<file path="src/rtl/seg7_scan_ctrl.sv">
// seg7_scan_ctrl: time-multiplexed 8-digit common-anode seven-segment scan controller
// Ports:
//   i_clk, i_rst_n          clock (rising edge) and synchronous active-low reset
//   i_wr_valid/o_wr_ready   host image handshake; one image can wait in the pending slot
//   i_wr_data/i_wr_dp/i_wr_en  per-digit nibble, decimal point and enable (digit 0 rightmost)
//   i_lz_blank              suppress leading zeros, sampled live
//   o_seg/o_dp/o_an         active-low segments {g..a}, decimal point and anodes
//   o_frame_done            one-cycle pulse on the last cycle of the last digit
module seg7_scan_ctrl #(
  parameter int NUM_DIGITS   = 8,
  parameter int TICK_DIV     = 100000,
  parameter int BLANK_CYCLES = 16
) (
  input  logic                    i_clk,
  input  logic                    i_rst_n,
  input  logic                    i_wr_valid,
  output logic                    o_wr_ready,
  input  logic [4*NUM_DIGITS-1:0] i_wr_data,
  input  logic [NUM_DIGITS-1:0]   i_wr_dp,
  input  logic [NUM_DIGITS-1:0]   i_wr_en,
  input  logic                    i_lz_blank,
  output logic [6:0]              o_seg,
  output logic                    o_dp,
  output logic [NUM_DIGITS-1:0]   o_an,
  output logic                    o_frame_done
);
  localparam int CW = $clog2(TICK_DIV);
  localparam int IW = NUM_DIGITS > 1 ? $clog2(NUM_DIGITS) : 1;
  function automatic logic [6:0] dec(input logic [3:0] n);
    case (n)
      4'h0: dec = 7'h40;
      4'h1: dec = 7'h79;
      4'h2: dec = 7'h24;
      4'h3: dec = 7'h30;
      4'h4: dec = 7'h19;
      4'h5: dec = 7'h12;
      4'h6: dec = 7'h02;
      4'h7: dec = 7'h78;
      4'h8: dec = 7'h00;
      4'h9: dec = 7'h10;
      4'hA: dec = 7'h08;
      4'hB: dec = 7'h03;
      4'hC: dec = 7'h46;
      4'hD: dec = 7'h21;
      4'hE: dec = 7'h06;
      default: dec = 7'h0E;
    endcase
  endfunction
  logic [CW-1:0]           r_cnt;
  logic [IW-1:0]           r_idx;
  logic                    r_pend_full;
  logic [4*NUM_DIGITS-1:0] r_pend_data, r_act_data;
  logic [NUM_DIGITS-1:0]   r_pend_dp, r_pend_en, r_act_dp, r_act_en;
  logic [NUM_DIGITS-1:0]   r_an;
  logic [6:0]              r_seg;
  logic                    r_dp, r_fd;
  logic                    w_slot_end, w_last, w_accept, w_commit, w_on, w_zb;
  logic [4*NUM_DIGITS-1:0] w_data;
  logic [NUM_DIGITS-1:0]   w_dpv, w_env;
  logic [NUM_DIGITS:0]     w_nz;
  logic [3:0]              w_nib;
  assign o_wr_ready   = ~r_pend_full;
  assign o_an         = r_an;
  assign o_seg        = r_seg;
  assign o_dp         = r_dp;
  assign o_frame_done = r_fd;
  assign w_slot_end = r_cnt == CW'(TICK_DIV - 1);
  assign w_last     = w_slot_end && r_idx == IW'(NUM_DIGITS - 1);
  assign w_accept   = i_wr_valid && o_wr_ready;
  assign w_commit   = r_fd && r_pend_full;
  // The commit edge is also the edge that registers slot 0, so slot 0 must
  // already see the image being committed.
  assign w_data = w_commit ? r_pend_data : r_act_data;
  assign w_dpv  = w_commit ? r_pend_dp : r_act_dp;
  assign w_env  = w_commit ? r_pend_en : r_act_en;
  assign w_nib  = 4'(w_data >> {r_idx, 2'b00});
  // w_nz[i]: some nibble at position i or above is non-zero
  always_comb begin
    w_nz[NUM_DIGITS] = 1'b0;
    for (int i = NUM_DIGITS - 1; i >= 0; i--) w_nz[i] = (|w_data[4*i +: 4]) | w_nz[i+1];
  end
  assign w_on = r_cnt >= CW'(BLANK_CYCLES) && w_env[r_idx];
  assign w_zb = i_lz_blank && r_idx != '0 && !w_nz[r_idx];
  always_ff @(posedge i_clk) begin
    if (!i_rst_n) begin
      r_cnt <= '0;
      r_idx <= '0;
      r_an  <= '1;
      r_seg <= 7'h7F;
      r_dp  <= 1'b1;
      r_fd  <= 1'b0;
    end else begin
      r_cnt <= w_slot_end ? '0 : r_cnt + 1'b1;
      if (w_slot_end) r_idx <= w_last ? '0 : r_idx + 1'b1;
      r_an  <= w_on ? ~(NUM_DIGITS'(1) << r_idx) : '1;
      r_seg <= (w_on && !w_zb) ? dec(w_nib) : 7'h7F;
      r_dp  <= w_on ? ~w_dpv[r_idx] : 1'b1;
      r_fd  <= w_last;
    end
  end
  // Accept and commit are exclusive: accept needs pending empty, commit needs it full.
  always_ff @(posedge i_clk) begin
    if (!i_rst_n) begin
      r_pend_full <= 1'b0;
      r_pend_data <= '0;
      r_pend_dp   <= '0;
      r_pend_en   <= '0;
      r_act_data  <= '0;
      r_act_dp    <= '0;
      r_act_en    <= '0;
    end else if (w_accept) begin
      r_pend_full <= 1'b1;
      r_pend_data <= i_wr_data;
      r_pend_dp   <= i_wr_dp;
      r_pend_en   <= i_wr_en;
    end else if (w_commit) begin
      r_pend_full <= 1'b0;
      r_act_data  <= r_pend_data;
      r_act_dp    <= r_pend_dp;
      r_act_en    <= r_pend_en;
    end
  end
endmodule

</file>
<file path="config.mk">
export PLATFORM = sky130hd
export DESIGN_NAME = seg7_scan_ctrl
export DESIGN_NICKNAME = d
export VERILOG_FILES = /design/src/rtl/seg7_scan_ctrl.sv
export SDC_FILE = /design/constraint.sdc
export NUM_CORES = 1
export LEC_CHECK = 0
export BUFFER_PORTS_ARGS = -buffer_cell sky130_fd_sc_hd__buf_4
export CELL_PAD_IN_SITES_DETAIL_PLACEMENT = 1
export CELL_PAD_IN_SITES_GLOBAL_PLACEMENT = 2
export CORE_MARGIN = 3
export CORE_UTILIZATION = 35
export CTS_BUF_LIST = sky130_fd_sc_hd__clkbuf_4
export CTS_CLUSTER_DIAMETER = 60
export DETAILED_ROUTE_END_ITERATION = 12
export PLACE_DENSITY_LB_ADDON = 0.1
export SLEW_MARGIN = 25
export SYNTH_ARGS = -nofsm -noshare
export SYNTH_HDL_FRONTEND = slang
export SYNTH_SLANG_ARGS = --single-unit
</file>
<file path="constraint.sdc">
create_clock -name i_clk -period 3.1 [get_ports i_clk]
set_input_delay 0.155 -clock i_clk [delete_from_list [all_inputs] [get_ports i_clk]]
set_output_delay 0.155 -clock i_clk [all_outputs]
set_load 0.01 [all_outputs]
</file>
==> results.tsv <==
metric	value	unit
postSynthCellCount	627	
drc_errors	0	
port-buffer-count	69	
drt-total-wl	15700	microns
grt_use_total	17.7	%
clkSlewWorstSetupHoldPaths	0.13	ns
cts_tree	yes	
wl_per_cell	16.1	microns
crit_type	flop to flop	
die_height	136	microns
cap_violations	0	
worst_pin_slew	0.878	ns
dr.pass1.iters	5	
r2r_slack	0.21	ns
layout_min_cycle_time	2.89	ns
cts_buffers	17	
post_cts_resized	0	
leakage	2.87	nW
regArea	0.00268	sq mm
power	3.71	mW
slowest_delay	0.51	ns
synth_cell_type_count	52	
power_density	489	mW/mm^2
rsz0062_at_grt	no	
crit_path_end_kind	flop	
period_share	93.4	%
ios	70	
grt_max_degree	102	
globalRouteOverflowTotal	0	
drv_slew	0	
synth.avg_cell_area	9.50	sq um
globalplace.congestion	0.825	
clock_latency	0.55	ns
synth_nets	693	
placed_area	0.00667	sq mm
slowest_stage	mux4_2	
yosysSeqAreaShare	45.0	%
grt_pass1_wl	25700	microns
postRouteAntennaNets	0	
cts_setup_buffers	0	
synth_warnings	0	
cp.required	3.54	ns
status	complete, no violations	
nets	808	
routed_via_density	4.99	
worstPathArrival	3.34	ns
hpwl	10900	microns
cp-start-kind	flop	
hp-class	input port to flop	
ys_async_sr_fraction	0	%
max_freq	345	MHz
syn_to_final_growth	27.2	%
mappedNetlistArea	0.00596	sq mm
multi_input_area	0.00300	sq mm
cp.buffers_inverters	2	
yosys_most_used_dff	dfxtp_1	
vias	4874	
post-route-cell-area	0.00758	sq mm
slew_headroom	41.5	%
fin_skew	0.0235	ns
finalSetupTns	0	ns
crit_chain	and2_4, buf_4, mux4_2, mux2i_1, mux2i_1, buf_4, or2_2, a21oi_1, o31ai_1	
hold_buffers	48	
synth_seq_cells	134	
crit_fanout	22	
hold_viol_final	0	
start_util	35.8	%
h-tree-depth	4	
root_buffer	clkbuf_4	
antenna_found_initial	1	
critical-path-top-delay-family	multiplexers	
core.rowCount	47	
setup_viol	0	
peakVddDrop	0.000204	V
drtIter0Drc	161	
cts_sinks	134	
dieArea	0.0186	sq mm
grt_pass1_vias	4993	
dieWidth	136	microns
final_layout_size_suffix_gt1_share	18.8	%
fillers	1905	
fp.coreArea	0.0166	sq mm
cts_buffer_depth	2	
synth_edf_count	0	
-- kinds of logic after synthesis --
kind of cell / synth area share (%)
AND/OR/NAND/NOR: 19.4
flip-flops: 45.0
AO/OA/AOI/OAI: 12.6
multiplexers: 13.5
buffers and inverters: 4.58
adder cells (fa/ha/maj): 2.94
XOR/XNOR: 1.91
-- registers in the layout, indices dropped and copies added, names as in the netlist, 3 cells and up --
| register | cells |
|---|---|
| r_act_en | 8 |
| r_idx | 3 |
| r_pend_dp | 8 |
| r_pend_en | 8 |
| r_act_data | 32 |
| r_act_dp | 8 |
| o_an | 8 |
| r_cnt | 17 |
| o_seg | 7 |
| r_pend_data | 32 |
-- synth_stat cells, types with 6 or more instances --
| master | count | area [sq um] |
|---|---|---|
| a21boi_0 | 57 | 428 |
| a21oi_1 | 7 | 35.0 |
| and3_1 | 6 | 37.5 |
| clkbuf_1 | 27 | 101 |
| dfxtp_1 | 134 | 2680 |
| ha_1 | 14 | 175 |
| inv_1 | 13 | 48.8 |
| mux2i_1 | 48 | 480 |
| mux4_2 | 11 | 248 |
| nand2_1 | 140 | 526 |
| nand3_1 | 7 | 35.0 |
| nor2_1 | 22 | 82.6 |
| nor2b_1 | 40 | 250 |
| nor4_1 | 8 | 50.1 |
| o21ai_0 | 8 | 40.0 |
| o41ai_1 | 8 | 70.1 |
| xnor2_1 | 6 | 52.6 |
| xor2_1 | 7 | 61.3 |
-- cells in the final DEF (no fill, tap or decap), drive strengths merged, types with 3 or more instances in the layout --
cell type	n
a21boi	57
a21oi	7
a31oi	3
and3	6
buf	85
bufinv	8
clkbuf	17
clkinv	3
dfxtp	134
dlygate4sd3	48
ha	14
inv	19
mux2	3
mux2i	49
mux4	12
nand2	140
nand3	8
nand4	5
nor2	22
nor2b	40
nor3	3
nor3b	3
nor4	8
o211ai	5
o21ai	8
o221ai	3
o41ai	8
or3	3
xnor2	6
xor2	7
-- layout make-up --
class,instances,area share [%]
Sequential cell,134,35.4
Clock inverter,15,3.91
Antenna cell,1,0.0330
Inverter,16,0.793
Timing Repair Buffer,133,14.9
Multi-Input combinational cell,440,39.6
Clock buffer,17,1.68
Tap cell,220,3.63
-- per-layer routing --
layer	vias up	wire, microns	part of all wire (%)	track usage, %
met5	-	0	0	0
met4	0	217	1.4	5.60
met3	15	440	2.8	3.74
met2	62	7850	50	30.2
met1	2420	7160	46	22.4
li1	2377	-	-	-
-- where the power goes --
group	total [mW]	switching [mW]	leakage [nW]	internal, mW
registers	1.80	0.0403	1.09	1.76
clock network	1.67	0.695	0.217	0.972
logic	0.235	0.102	1.57	0.133
-- worst reg2reg max path, stage by stage, from the launching register on --
cell and delay, ns:
dfxtp_1 0.46, and2_4 0.44, buf_4 0.26, mux4_2 0.51, mux2i_1 0.26, mux2i_1 0.13, buf_4 0.20, or2_2 0.33
a21oi_1 0.15, o31ai_1 0.08
-- per-stage QoR --
stage	utilization [%]	worst slack [ns]	instances	hold slack (ns)
after floorplan	-	0.295	627	0.300
after global placement	40.1	0.325	895	0.417
after detailed placement	40.1	0.217	895	0.431
after CTS	45.5	0.231	975	0.0614
after global routing	45.5	0.0653	976	0.101
final	45.5	0.205	976	0.101
-- path summary, 6_finish.rpt --
check | from | to | cells after the start
max | r_pend_full$_SDFFE_PN0P_ | o_seg[0]$_SDFF_PN1_ | 9
min | i_rst_n | r_cnt[11]$_SDFF_PP0_ | 3
max reg2reg | r_pend_full$_SDFFE_PN0P_ | o_seg[0]$_SDFF_PN1_ | 9
min reg2reg | r_pend_en[7]$_SDFFE_PN0P_ | r_pend_en[7]$_SDFFE_PN0P_ | 2
Note: power is estimated with default switching activity, not from simulation.
